File: src/rtl/mem_ctrl_pkg.sv
// mem_ctrl_pkg: FSM encoding, length codes and I/O select constant shared by the memory controller
package mem_ctrl_pkg;
   typedef enum logic [1:0] {IDLE = 2'd0, READ = 2'd1, WRITE = 2'd2} state_t;
   localparam logic [1:0] LEN_BYTE = 2'd0;
   localparam logic [1:0] LEN_HALF = 2'd1;
   localparam logic [1:0] LEN_WORD = 2'd3;
   localparam logic [1:0] IO_SEL = 2'b11;
endpackage

File: src/rtl/mem_ctrl.sv
// mem_ctrl: arbitrates one byte-wide RAM/IO port between instruction fetch and load/store
module mem_ctrl
   import mem_ctrl_pkg::*;
#(
   parameter int ADDR_WIDTH = 32
) (
   input  logic                  clk_in,
   input  logic                  rst_in,
   input  logic                  rdy_in,
   input  logic                  if_req_i,
   input  logic [ADDR_WIDTH-1:0] if_addr_i,
   output logic [31:0]           if_data_o,
   output logic                  if_done_o,
   input  logic                  ls_req_i,
   input  logic                  ls_we_i,
   input  logic [1:0]            ls_len_i,
   input  logic [ADDR_WIDTH-1:0] ls_addr_i,
   input  logic [31:0]           ls_wdata_i,
   output logic [31:0]           ls_data_o,
   output logic                  ls_done_o,
   input  logic [7:0]            mem_din,
   output logic [7:0]            mem_dout,
   output logic [ADDR_WIDTH-1:0] mem_addr,
   output logic                  mem_wr
);
   state_t state, state_n;
   logic [2:0] cnt, n;
   logic [1:0] len;
   logic src_ls, accept, fin, live;
   logic [ADDR_WIDTH-1:0] base, last_addr, cur_addr;
   logic [31:0] wdata, buf_q, buf_n, wsh;
   assign n = {1'b0, len} + 3'd1;
   assign cur_addr = base + ADDR_WIDTH'(cnt);
   assign accept = state == IDLE && rdy_in && !if_done_o && !ls_done_o && (ls_req_i || if_req_i);
   assign fin = rdy_in && ((state == READ && cnt == n) || (state == WRITE && cnt == n - 3'd1));
   assign live = (state == READ && cnt < n) || state == WRITE;
   assign wsh = wdata >> {cnt[1:0], 3'b000};
   // During a pause the previous cycle's address stays on the bus, so the byte a synchronous
   // RAM returns on resume is still the one the interrupted sample expects.
   assign mem_addr = state == IDLE ? '0 : !rdy_in ? last_addr : live ? cur_addr : '0;
   assign mem_wr = state == WRITE && rdy_in;
   assign mem_dout = state == WRITE ? wsh[7:0] : 8'd0;
   always_comb begin
      buf_n = buf_q;
      buf_n[{cnt[1:0] - 2'd1, 3'b000} +: 8] = mem_din;
   end
   always_comb begin
      state_n = state;
      if (accept) state_n = ls_req_i && ls_we_i ? WRITE : READ;
      else if (fin) state_n = IDLE;
   end
   always_ff @(posedge clk_in) begin
      if (rst_in) begin
         state <= IDLE;
         cnt <= '0;
         len <= '0;
         src_ls <= 1'b0;
         base <= '0;
         last_addr <= '0;
         wdata <= '0;
         buf_q <= '0;
         if_data_o <= '0;
         ls_data_o <= '0;
         if_done_o <= 1'b0;
         ls_done_o <= 1'b0;
      end else begin
         state <= state_n;
         last_addr <= mem_addr;
         if_done_o <= 1'b0;
         ls_done_o <= 1'b0;
         if (accept) begin
            base <= ls_req_i ? ls_addr_i : if_addr_i;
            len <= ls_req_i ? ls_len_i : LEN_WORD;
            src_ls <= ls_req_i;
            wdata <= ls_wdata_i;
            cnt <= '0;
            buf_q <= '0;
         end else if (rdy_in && state != IDLE) begin
            cnt <= cnt + 3'd1;
            if (state == READ && cnt != 3'd0) buf_q <= buf_n;
            if (fin) begin
               ls_done_o <= src_ls;
               if_done_o <= !src_ls;
               if (state == READ && src_ls) ls_data_o <= buf_n;
               if (state == READ && !src_ls) if_data_o <= buf_n;
            end
         end
      end
   end
endmodule
File: config.mk
export PLATFORM = sky130hd
export DESIGN_NAME = mem_ctrl
export DESIGN_NICKNAME = d
export VERILOG_FILES = /design/src/rtl/mem_ctrl_pkg.sv /design/src/rtl/mem_ctrl.sv
export SDC_FILE = /design/constraint.sdc
export NUM_CORES = 1
export LEC_CHECK = 0
export BUFFER_PORTS_ARGS = -buffer_cell sky130_fd_sc_hd__buf_2
export CAP_MARGIN = 20
export CORE_MARGIN = 8
export CORE_UTILIZATION = 29
export DETAILED_ROUTE_END_ITERATION = 10
export MAX_ROUTING_LAYER = met4
export PLACE_DENSITY_LB_ADDON = 0.25
export SLEW_MARGIN = 25
export SYNTH_ARGS = -nofsm -noshare
export SYNTH_HDL_FRONTEND = slang
export SYNTH_SLANG_ARGS = --single-unit
File: constraint.sdc
create_clock -name clk_in -period 4.8 [get_ports clk_in]
set_clock_uncertainty 0.2 [all_clocks]
set_input_delay 0.48 -clock clk_in [delete_from_list [all_inputs] [get_ports clk_in]]
set_output_delay 0.48 -clock clk_in [all_outputs]
set_load 0.03 [all_outputs]
==> summary.md <==
| Metric | Value |
|---|---|
| Status | completed |
| Hold Worst Slack | 0.0212 ns |
| Detailed Route WL | 27900 um |
| Share of layout cells above drive strength 1 | 0.236 |
| Reg2reg start | cnt[0]$_SDFFE_PP0P_ |
| Fin crit period | 4.02 ns |
| Initial antenna violation count | 2 |
| Crit path launch type | flip-flop |
| Synth area leaders | dfxtp_1 (45%), a211oi_1 (11%), nor2_1 (6.4%) |
| Capture point of the worst path | mem_addr[16] |
| Area share of the largest cell type after synthesis | 0.447 |
| Worst reg-to-reg setup slack | 1.65 ns |
| Post-synthesis sequential area ratio | 0.447 |
| Starting DRC count in detailed routing | 427 |
| Per-cell routed wire length | 16.8 um |
| Most used cell, CP | nand3_1 |
| Slew HR | 0.322 |
| FF+latch count, synth | 202 |
| Area leader, netlist | dfxtp_1 |
| Number of synthesized flops with an enable pin | 0 |
| WS Path Type | flip-flop to output port |
| Syn nets | 1171 |
| Crit path launch | cnt[1]$_SDFFE_PP0P_ |
| CTS Sinks | 202 |
| Post-Syn Area | 0.00904 mm2 |
| Root buf cell | clkbuf_16 |
| TritonCTS clock tree | yes |
| Clk_lat worst skew | 0.52 ns |
| Vias in the first global route | 7806 |
| Critical path's slowest cell | nand3_1 |
| # setup viols final | 0 |
| Clock Tree Buf Depth | 3 |
| CTS clock-pin slew for the worst setup and hold paths | 0.06 ns |
| Mean Syn Cell Area | 8.66 um2 |
| Die Wd | 193 um |
| Std cell rows | 64 |
| Chip Height | 193 um |
| Worst hold path class | input port to flip-flop |
| CP Cell Sequence | buf_4 > ha_1 > nor2b_1 > o211ai_1 > nand3_1 > or3_1 > nand3_1 > buf_2 |
| Critical Path AT | 3.34 ns |
| Period utilisation layout | 0.837 |
| Post-CTS setup buffer count | 0 |
| # IOs | 219 |
| Most frequent cells in the layout | buf_2 (217), dfxtp_1 (202), nor2_1 (152), a211oi_1 (131), nand2_1 (101) |
| Pin count of the biggest net entering global routing | 99 |
| Max cap viols | 0 |
| Slew Limit Fails | 0 |
| R2R Path End | if_data_o[28]$_SDFFE_PP0P_ |
| Fin. Hold Viols | 0 |
| Dpl hpwl | 19700 um |
| DRC viols | 0 |
| CTS Buf Count | 25 |
| Max H-tree Level | 1 |
| GRT Util Overall | 0.150 |
| Core footprint | 0.0307 mm2 |
| Post-Syn Instances | 1044 |
| Top FF cell, synth | dfxtp_1 |
| Most common cell after layout, fill and taps aside | buf_2 |
| RSZ-0062 raised after global routing | no |
| Yosys warning count | 0 |
| Fmax | 249 MHz |
| Synth async-reset ratio | 0 |
| Count of input and output buffers | 218 |
| GR Overflow Total | 0 |
| Vias/cell | 4.82 |
| Drt first pass iters | 4 |
| Routed Antenna Nets | 0 |
| Slew @ Worst Pin | 1.02 ns |
| Req. time, crit path | 4.12 ns |
| CP max stage delay | 0.59 ns |
| Gpl congestion | 0.845 |
| Setup TNS | 0 ns |
| Initial Utilization | 0.295 |
| Final net count | 1367 |
| Hold Path Depth | 3 |
| Leakage power | 4.40 nW |
| Worst vdd ir | 0.230 mV |
| Vias | 7990 |
| Crit-path max FO | 21 |
| Area grow syn2layout | 27.3% |
| Library cells used by synthesis | 58 |
| R2r worst-path depth | 9 |
| PD cells | 366 mW/mm2 |
| Die area | 0.0371 mm2 |
| First-pass GRT wire length | 43700 um |
| CP endpoint kind | output port |
[registers in the layout (all words and copies together), names as in the netlist]
signal	cells
cnt	3
len	2
if_data_o	32
wdata	32
base	32
buf_q	32
ls_done_o	1
state	2
src_ls	1
if_done_o	1
last_addr	32
ls_data_o	32
[how the worst min path moves through the flow]
stage	from	to	slack, ns
finish	ls_wdata_i[3]	wdata[3]$_SDFFE_PP0P_	0.02
global route	ls_wdata_i[20]	wdata[20]$_SDFFE_PP0P_	0.02
CTS	ls_wdata_i[3]	wdata[3]$_SDFFE_PP0P_	0.002
detailed placement	wdata[10]$_SDFFE_PP0P_	wdata[10]$_SDFFE_PP0P_	0.25
global placement	wdata[16]$_SDFFE_PP0P_	wdata[16]$_SDFFE_PP0P_	0.24
floorplan	wdata[16]$_SDFFE_PP0P_	wdata[16]$_SDFFE_PP0P_	0.23
[critical path, delay by kind of cell (launching register included)]
kind,cells,cell delay (ns)
buffers and inverters,2,0.48
adder cells (fa/ha/maj),1,0.27
flip-flops,1,0.46
AND/OR/NAND/NOR,4,1.42
AO/OA/AOI/OAI,1,0.18
[kinds of logic (layout without fill, tap and decap cells)]
| family | count (synthesis) | count (layout) | share of synthesized area |
|---|---|---|---|
| flops | 202 | 202 | 0.447 |
| mux | 41 | 41 | 0.0565 |
| other cells | 0 | 2 | 0 |
| buf+inv | 99 | 314 | 0.0453 |
| compound gates | 270 | 270 | 0.198 |
| xor+xnor | 27 | 27 | 0.0295 |
| fa+ha+maj | 15 | 15 | 0.0216 |
| simple gates | 390 | 390 | 0.202 |
[through the flow]
| stage | power, mW | cells | area [um2] | util | setup WS [ns] |
|---|---|---|---|---|---|
| final | 4.21 | 1657 | 11500 | 0.375 | 0.782 |
| after global routing | 4.41 | 1657 | 11500 | 0.375 | 0.506 |
| after CTS | 4.28 | 1654 | 11500 | 0.374 | 0.698 |
| after detailed placement | 2.29 | 1585 | 10400 | 0.339 | 1.18 |
| after global placement | 2.29 | 1585 | 10400 | 0.339 | 1.23 |
| after floorplan | 2.13 | 1044 | 9040 | - | 1.05 |
[cell usage after synthesis (11+ instances only)]
library cell	count
o21ai_0	11
o22ai_1	24
nor3_1	18
nor2b_1	50
a211oi_1	131
clkbuf_1	52
ha_1	14
inv_1	15
a21oi_1	75
nor2_1	153
nand3_1	11
dfxtp_1	202
nand2_1	101
mux2i_1	33
buf_2	29
xnor2_1	24
nor4_1	12
[final cells by class]
cell class,count,area (um2)
diodes,2,5.00
clock buffers,31,658
clock inverters,15,190
fillers,3129,19200
inverters,15,56.3
multi-input cells,743,4620
flip-flops and latches,202,4040
well taps,396,495
repair buffers,253,1430
[per-layer routing]
metal	wire length (um)	share of wire	track usage	vias up
li1	-	-	-	4109
met1	13400	0.48	0.203	3640
met2	12500	0.45	0.228	207
met3	1420	0.051	0.0257	34
met4	584	0.021	0.0382	0
met5	0	0	-	-
[power breakdown]
group	switching, mW	internal, mW	leakage, nW	total [mW]
combinational	0.285	0.184	2.35	0.469
clock	0.752	1.19	0.411	1.94
sequential	0.0598	1.74	1.64	1.80
[repair_timing]
action	CTS	global route
gates resized for setup	0	0
hold buffers	23	0
hold endpoints to repair	23	0
No activity file was read; power rests on OpenSTA's default activity.
